$ cat config.mk
export PLATFORM = sky130hd
export DESIGN_NAME = pwm_capture
export DESIGN_NICKNAME = d
export VERILOG_FILES = /design/src/rtl/pwm_capture.sv
export SDC_FILE = /design/constraint.sdc
export NUM_CORES = 1
export LEC_CHECK = 0
export BUFFER_PORTS_ARGS = -buffer_cell sky130_fd_sc_hd__buf_4
export CORE_ASPECT_RATIO = 1.5
export CORE_UTILIZATION = 63
export DETAILED_ROUTE_END_ITERATION = 16
export PLACE_DENSITY = 0.81
export SYNTH_ARGS = -nofsm -noshare
export SYNTH_HDL_FRONTEND = slang
export SYNTH_SLANG_ARGS = --single-unit
$ cat constraint.sdc
create_clock -name clk -period 3.5 [get_ports clk]
set_clock_uncertainty 0.15 [all_clocks]
set_input_delay 0 -clock clk [delete_from_list [all_inputs] [get_ports clk]]
set_output_delay 0 -clock clk [all_outputs]
set_load 0.01 [all_outputs]
$ cat src/rtl/pwm_capture.sv
// PWM line decoder: measures high time and period of each pulse, recovers the
// 8-bit duty code with a sequential divider and flags loss of signal.
module pwm_capture #(
   parameter int unsigned CLK_FREQ        = 100000000,
   parameter int unsigned PWM_FREQ        = 20000,
   parameter int unsigned TIMEOUT_PERIODS = 4
) (
   input  logic        clk,
   input  logic        reset,
   input  logic        pwm_in,
   output logic [7:0]  duty_cycle,
   output logic [31:0] period,
   output logic        duty_valid,
   output logic        signal_lost,
   output logic        overrun
);

   localparam int unsigned MAX_COUNT = CLK_FREQ / PWM_FREQ;
   localparam logic [31:0] TIMEOUT   = 32'(TIMEOUT_PERIODS * MAX_COUNT);
   localparam logic [39:0] DIVISOR   = 40'(MAX_COUNT);

   typedef enum logic [1:0] {WAIT_RISE, MEAS_HIGH, MEAS_LOW} state_t;

   state_t      state;
   logic        s_meta, s, s_d;
   logic        rise, fall, timeout;
   logic [31:0] high_cnt, per_cnt, idle_cnt;

   logic        busy, div_sat;
   logic [3:0]  div_cnt;
   logic [39:0] rem, dsor;
   logic [7:0]  quot;

   function automatic logic [31:0] sat_inc(input logic [31:0] v);
      return (v == '1) ? v : v + 32'd1;
   endfunction

   always_ff @(posedge clk or negedge reset) begin
      if (!reset) begin
         s_meta <= 1'b0;
         s      <= 1'b0;
         s_d    <= 1'b0;
      end else begin
         s_meta <= pwm_in;
         s      <= s_meta;
         s_d    <= s;
      end
   end

   assign rise    = s & ~s_d;
   assign fall    = ~s & s_d;
   assign timeout = !(rise || fall) && (idle_cnt == TIMEOUT);

   always_ff @(posedge clk or negedge reset) begin
      if (!reset) begin
         state       <= WAIT_RISE;
         high_cnt    <= '0;
         per_cnt     <= '0;
         idle_cnt    <= '0;
         busy        <= 1'b0;
         div_sat     <= 1'b0;
         div_cnt     <= '0;
         rem         <= '0;
         dsor        <= '0;
         quot        <= '0;
         duty_cycle  <= '0;
         period      <= '0;
         duty_valid  <= 1'b0;
         signal_lost <= 1'b1;
         overrun     <= 1'b0;
      end else begin
         duty_valid <= 1'b0;
         overrun    <= 1'b0;

         if (rise || fall)
            idle_cnt <= '0;
         else
            idle_cnt <= sat_inc(idle_cnt);

         case (state)
            WAIT_RISE: begin
               if (rise) begin
                  high_cnt <= 32'd1;
                  per_cnt  <= 32'd1;
                  state    <= MEAS_HIGH;
               end
            end
            MEAS_HIGH: begin
               per_cnt <= sat_inc(per_cnt);
               if (fall) begin
                  state <= MEAS_LOW;
                  if (busy) begin
                     overrun <= 1'b1;
                  end else begin
                     busy    <= 1'b1;
                     div_cnt <= '0;
                     div_sat <= (high_cnt >= MAX_COUNT);
                     rem     <= {high_cnt, 8'h00} + DIVISOR - 40'd1;
                     dsor    <= DIVISOR << 7;
                     quot    <= '0;
                  end
               end else begin
                  high_cnt <= sat_inc(high_cnt);
               end
            end
            MEAS_LOW: begin
               if (rise) begin
                  period   <= per_cnt;
                  per_cnt  <= 32'd1;
                  high_cnt <= 32'd1;
                  state    <= MEAS_HIGH;
               end else begin
                  per_cnt <= sat_inc(per_cnt);
               end
            end
            default: state <= WAIT_RISE;
         endcase

         if (timeout) begin
            state       <= WAIT_RISE;
            signal_lost <= 1'b1;
            duty_cycle  <= s ? 8'hFF : 8'h00;
         end

         // Divider sits after the timeout so a completing result overrides the forced code.
         if (busy) begin
            if (div_cnt == 4'd8) begin
               busy        <= 1'b0;
               duty_cycle  <= div_sat ? 8'hFF : quot;
               duty_valid  <= 1'b1;
               signal_lost <= 1'b0;
            end else begin
               if (rem >= dsor) begin
                  rem  <= rem - dsor;
                  quot <= {quot[6:0], 1'b1};
               end else begin
                  quot <= {quot[6:0], 1'b0};
               end
               dsor    <= dsor >> 1;
               div_cnt <= div_cnt + 4'd1;
            end
         end
      end
   end

endmodule

==> impl_metrics.tcl <==
set metrics [dict create \
    synth_cell_types 79 \
    synth_edf_count 0 \
    vias_per_cell 6.19 \
    avgSynthCellArea_um2 9.37 \
    grt_pass1_wl_um 54400 \
    hpwl_um 23100 \
    clock_latency_ns 0.55 \
    worstHoldPathType "reg -> reg" \
    synthTopCellsByArea "dfrtp_1, ha_1, xor2_1, xnor2_1, nor2_1" \
    drive_gt1_share_pct 11.0 \
    clockRootBuffer "clkbuf_16" \
    syn_nets 1531 \
    grt_pass1_vias 11200 \
    drc_errors 0 \
    antenna_left 0 \
    core_um2 21600 \
    cp_data_arrival_time_ns 3.55 \
    syn_area_um2 13800 \
    num_rows 66 \
    synthCells 1472 \
    firstDrtPassIters 6 \
    num_vias 11000 \
    cts_setup_buffers 0 \
    cts_resized 0 \
    grt_start_max_net_pins 88 \
    min_path_cells 0 \
    rr_endpoint "rem[38]" \
    finalSetupViolations 0 \
    fin_nets 1554 \
    reg2reg_depth 11 \
    antennaDiodeCount 0 \
    die_h_um 183 \
    fmax_mhz 307 \
    avgRoutedWirePerCell_um 18.7 \
    min_to "s" \
    r2r_start "dsor[0]" \
    drt-initial-drc-count 589 \
    regArea_um2 5960 \
    seq_area_frac_synth_pct 43.2 \
    async_flop_share_pct 100 \
    grt-ovfl-total 0 \
    hold_path.startpoint "s_meta" \
    antenna_found_initial 0 \
    final_hold_viol_count 0 \
    leakagePower_nw 6.83 \
    endpoint_kind "register" \
    port_buffers 45 \
    fillers 1636 \
    post-route-min-period_ns 3.26 \
    finalSetupTns_ns 0 \
    crit_required_ns 3.79 \
    yosys.area.top_type_share_pct 43.0 \
    place.gp.congestion 0.916 \
    cts_tree "built" \
    power_density_nw_per_um2 852 \
    finalCritPeriodShare_pct 93.1 \
    r2r_slack_ns 0.24 \
    area_delta_synth_final_pct 10.2 \
    status "finished clean" \
    ys.flop_type "dfrtp_1" \
    multi_input_area_um2 7230 \
    io_pins 46 \
    start_util_pct 64.0 \
    grt_setup_unrepaired "no" \
    drt-total-wl_um 33300 \
    yosysTopAreaCell "dfrtp_1" \
    clock-sinks 238 \
    final_core_util_pct 70.6 \
    cp_max_fo 3 \
    cts_buffers 24 \
    peakVddDrop_v 0.000498 \
    start_kind "register" \
    power_w 0.0130 \
    ys_warn_count 0 \
    grt_usage_pct 30.4 \
    drv_slew 0 \
    die_x_um 123 \
    worstMarginPinSlew_ns 1.33 \
    maxCapViolCount 0 \
    dieArea_um2 22500 \
    critPathKind "reg -> reg" \
    clk_pin_slew_ns 0.07 \
    htreeDepth 1 \
    ys_ff_latch 238 \
    worst_hold_slack_ns 0.201 \
    clockBufferDepth 3 \
    slew_headroom_pct 10.9 \
]
## where the power goes
part           internal (W)  switching, W  leakage, nW  total, W
registers           0.00334      0.000395         3.14   0.00374
clock network       0.00154       0.00111        0.390   0.00265
logic               0.00270       0.00388         3.30   0.00658
## cell usage in the layout, fill, tap and decap left out, types with 13 or more instances in the layout
master / instances
nand2_1: 108
a21oi_1: 95
nand3_1: 56
nand4_1: 32
and3_1: 21
clkbuf_16: 24
xnor2_1: 61
a21o_1: 41
ha_1: 55
or3_1: 17
nor2_1: 132
o21ai_0: 65
nor4_1: 19
xor2_1: 67
mux2_2: 33
a31oi_1: 13
o31ai_1: 14
nor3_1: 35
inv_1: 65
mux2i_1: 30
buf_4: 63
dfrtp_1: 237
and2_1: 31
o22ai_1: 34
## per-layer routing
metal,track usage (%),routed length (um),up-vias
li1,-,-,5256
met1,36.0,13500,5425
met2,54.5,17500,271
met3,3.67,1170,90
met4,13.0,1180,0
met5,0,0,-
## through the flow
stage / instances / setup slack (ns) / cell area, um^2
2_1_floorplan: 1472 / 0.444 / 13800
5_1_grt: 1784 / 0.0812 / 15200
3_3_place_gp: 1736 / 0.398 / 14300
6_report: 1784 / 0.242 / 15200
3_5_place_dp: 1736 / 0.276 / 14300
4_1_cts: 1784 / 0.255 / 15200
## kinds of logic after synthesis
group	count (synthesis)	share of synthesized area (%)
AO/OA/AOI/OAI	332	15.3
buffers and inverters	142	4.50
AND/OR/NAND/NOR	513	18.9
XOR/XNOR	128	8.12
multiplexers	63	4.87
adder cells (fa/ha/maj)	56	5.13
flip-flops	238	43.2
## state kept, by name, indices dropped and copies added (netlist names)
register     flops
duty_cycle       8
s                1
div_sat          1
signal_lost      1
dsor            40
div_cnt          4
s_d              1
overrun          1
per_cnt         32
quot             8
period          32
idle_cnt        32
s_meta           1
state            2
busy             1
high_cnt        32
duty_valid       1
rem             40
## worst max-delay path, stage by stage, from the launching register on
cell and delay (ns):
dfrtp_1 0.40, ha_1 0.22, fa_1 0.40, nand2b_1 0.18, a211oi_1 0.26, o21ai_0 0.22
a21boi_0 0.24, buf_4 0.16, o2111ai_1 0.16, a31oi_1 0.38, nor3_1 0.10, o41ai_2 0.29
## what timing repair did
item,in CTS,in global routing
hold buffers,5,0
setup endpoints to repair,0,0
hold endpoints to repair,239,0
## cell usage after synthesis (all sizes together), types with 3 or more instances
| cell | n |
|---|---|
| o211ai | 4 |
| o31ai | 14 |
| a211o | 3 |
| buf | 25 |
| dfrtp | 237 |
| xor2 | 67 |
| and3 | 21 |
| nor3 | 37 |
| nand3 | 57 |
| a21oi | 96 |
| a21boi | 10 |
| o21ai | 66 |
| a211oi | 7 |
| o21a | 7 |
| or3 | 18 |
| o2111ai | 3 |
| nand3b | 3 |
| a22o | 7 |
| and4 | 11 |
| mux2 | 33 |
| a31oi | 13 |
| nor2 | 132 |
| mux2i | 30 |
| a31o | 3 |
| and2 | 32 |
| nor4 | 22 |
| a21o | 41 |
| inv | 66 |
| nand2b | 6 |
| nand2 | 108 |
| nor2b | 9 |
| or2 | 13 |
| o22ai | 34 |
| a22oi | 5 |
| ha | 55 |
| or4 | 3 |
| clkbuf | 51 |
| nand4 | 32 |
| xnor2 | 61 |
## layout make-up
type / count / share of cell area [%]
inverter: 66 / 1.63
tap: 272 / 2.24
clock buffer: 35 / 4.35
sequential: 238 / 39.2
clock inverter: 8 / 0.921
multi-input combinational: 1092 / 47.5
timing repair buffer: 73 / 4.18
## worst max path at each step
stage,slack (ns),from,depth (start not counted),end
after floorplan,0.44,rem[0],13,rem[38]
after global placement,0.40,dsor[28],11,rem[25]
after detailed placement,0.28,rem[28],10,rem[11]
after CTS,0.25,rem[28],10,rem[11]
after global routing,0.08,state[1],8,high_cnt[17]
final,0.24,dsor[0],11,rem[38]
No activity file was read; power rests on OpenSTA's default activity.
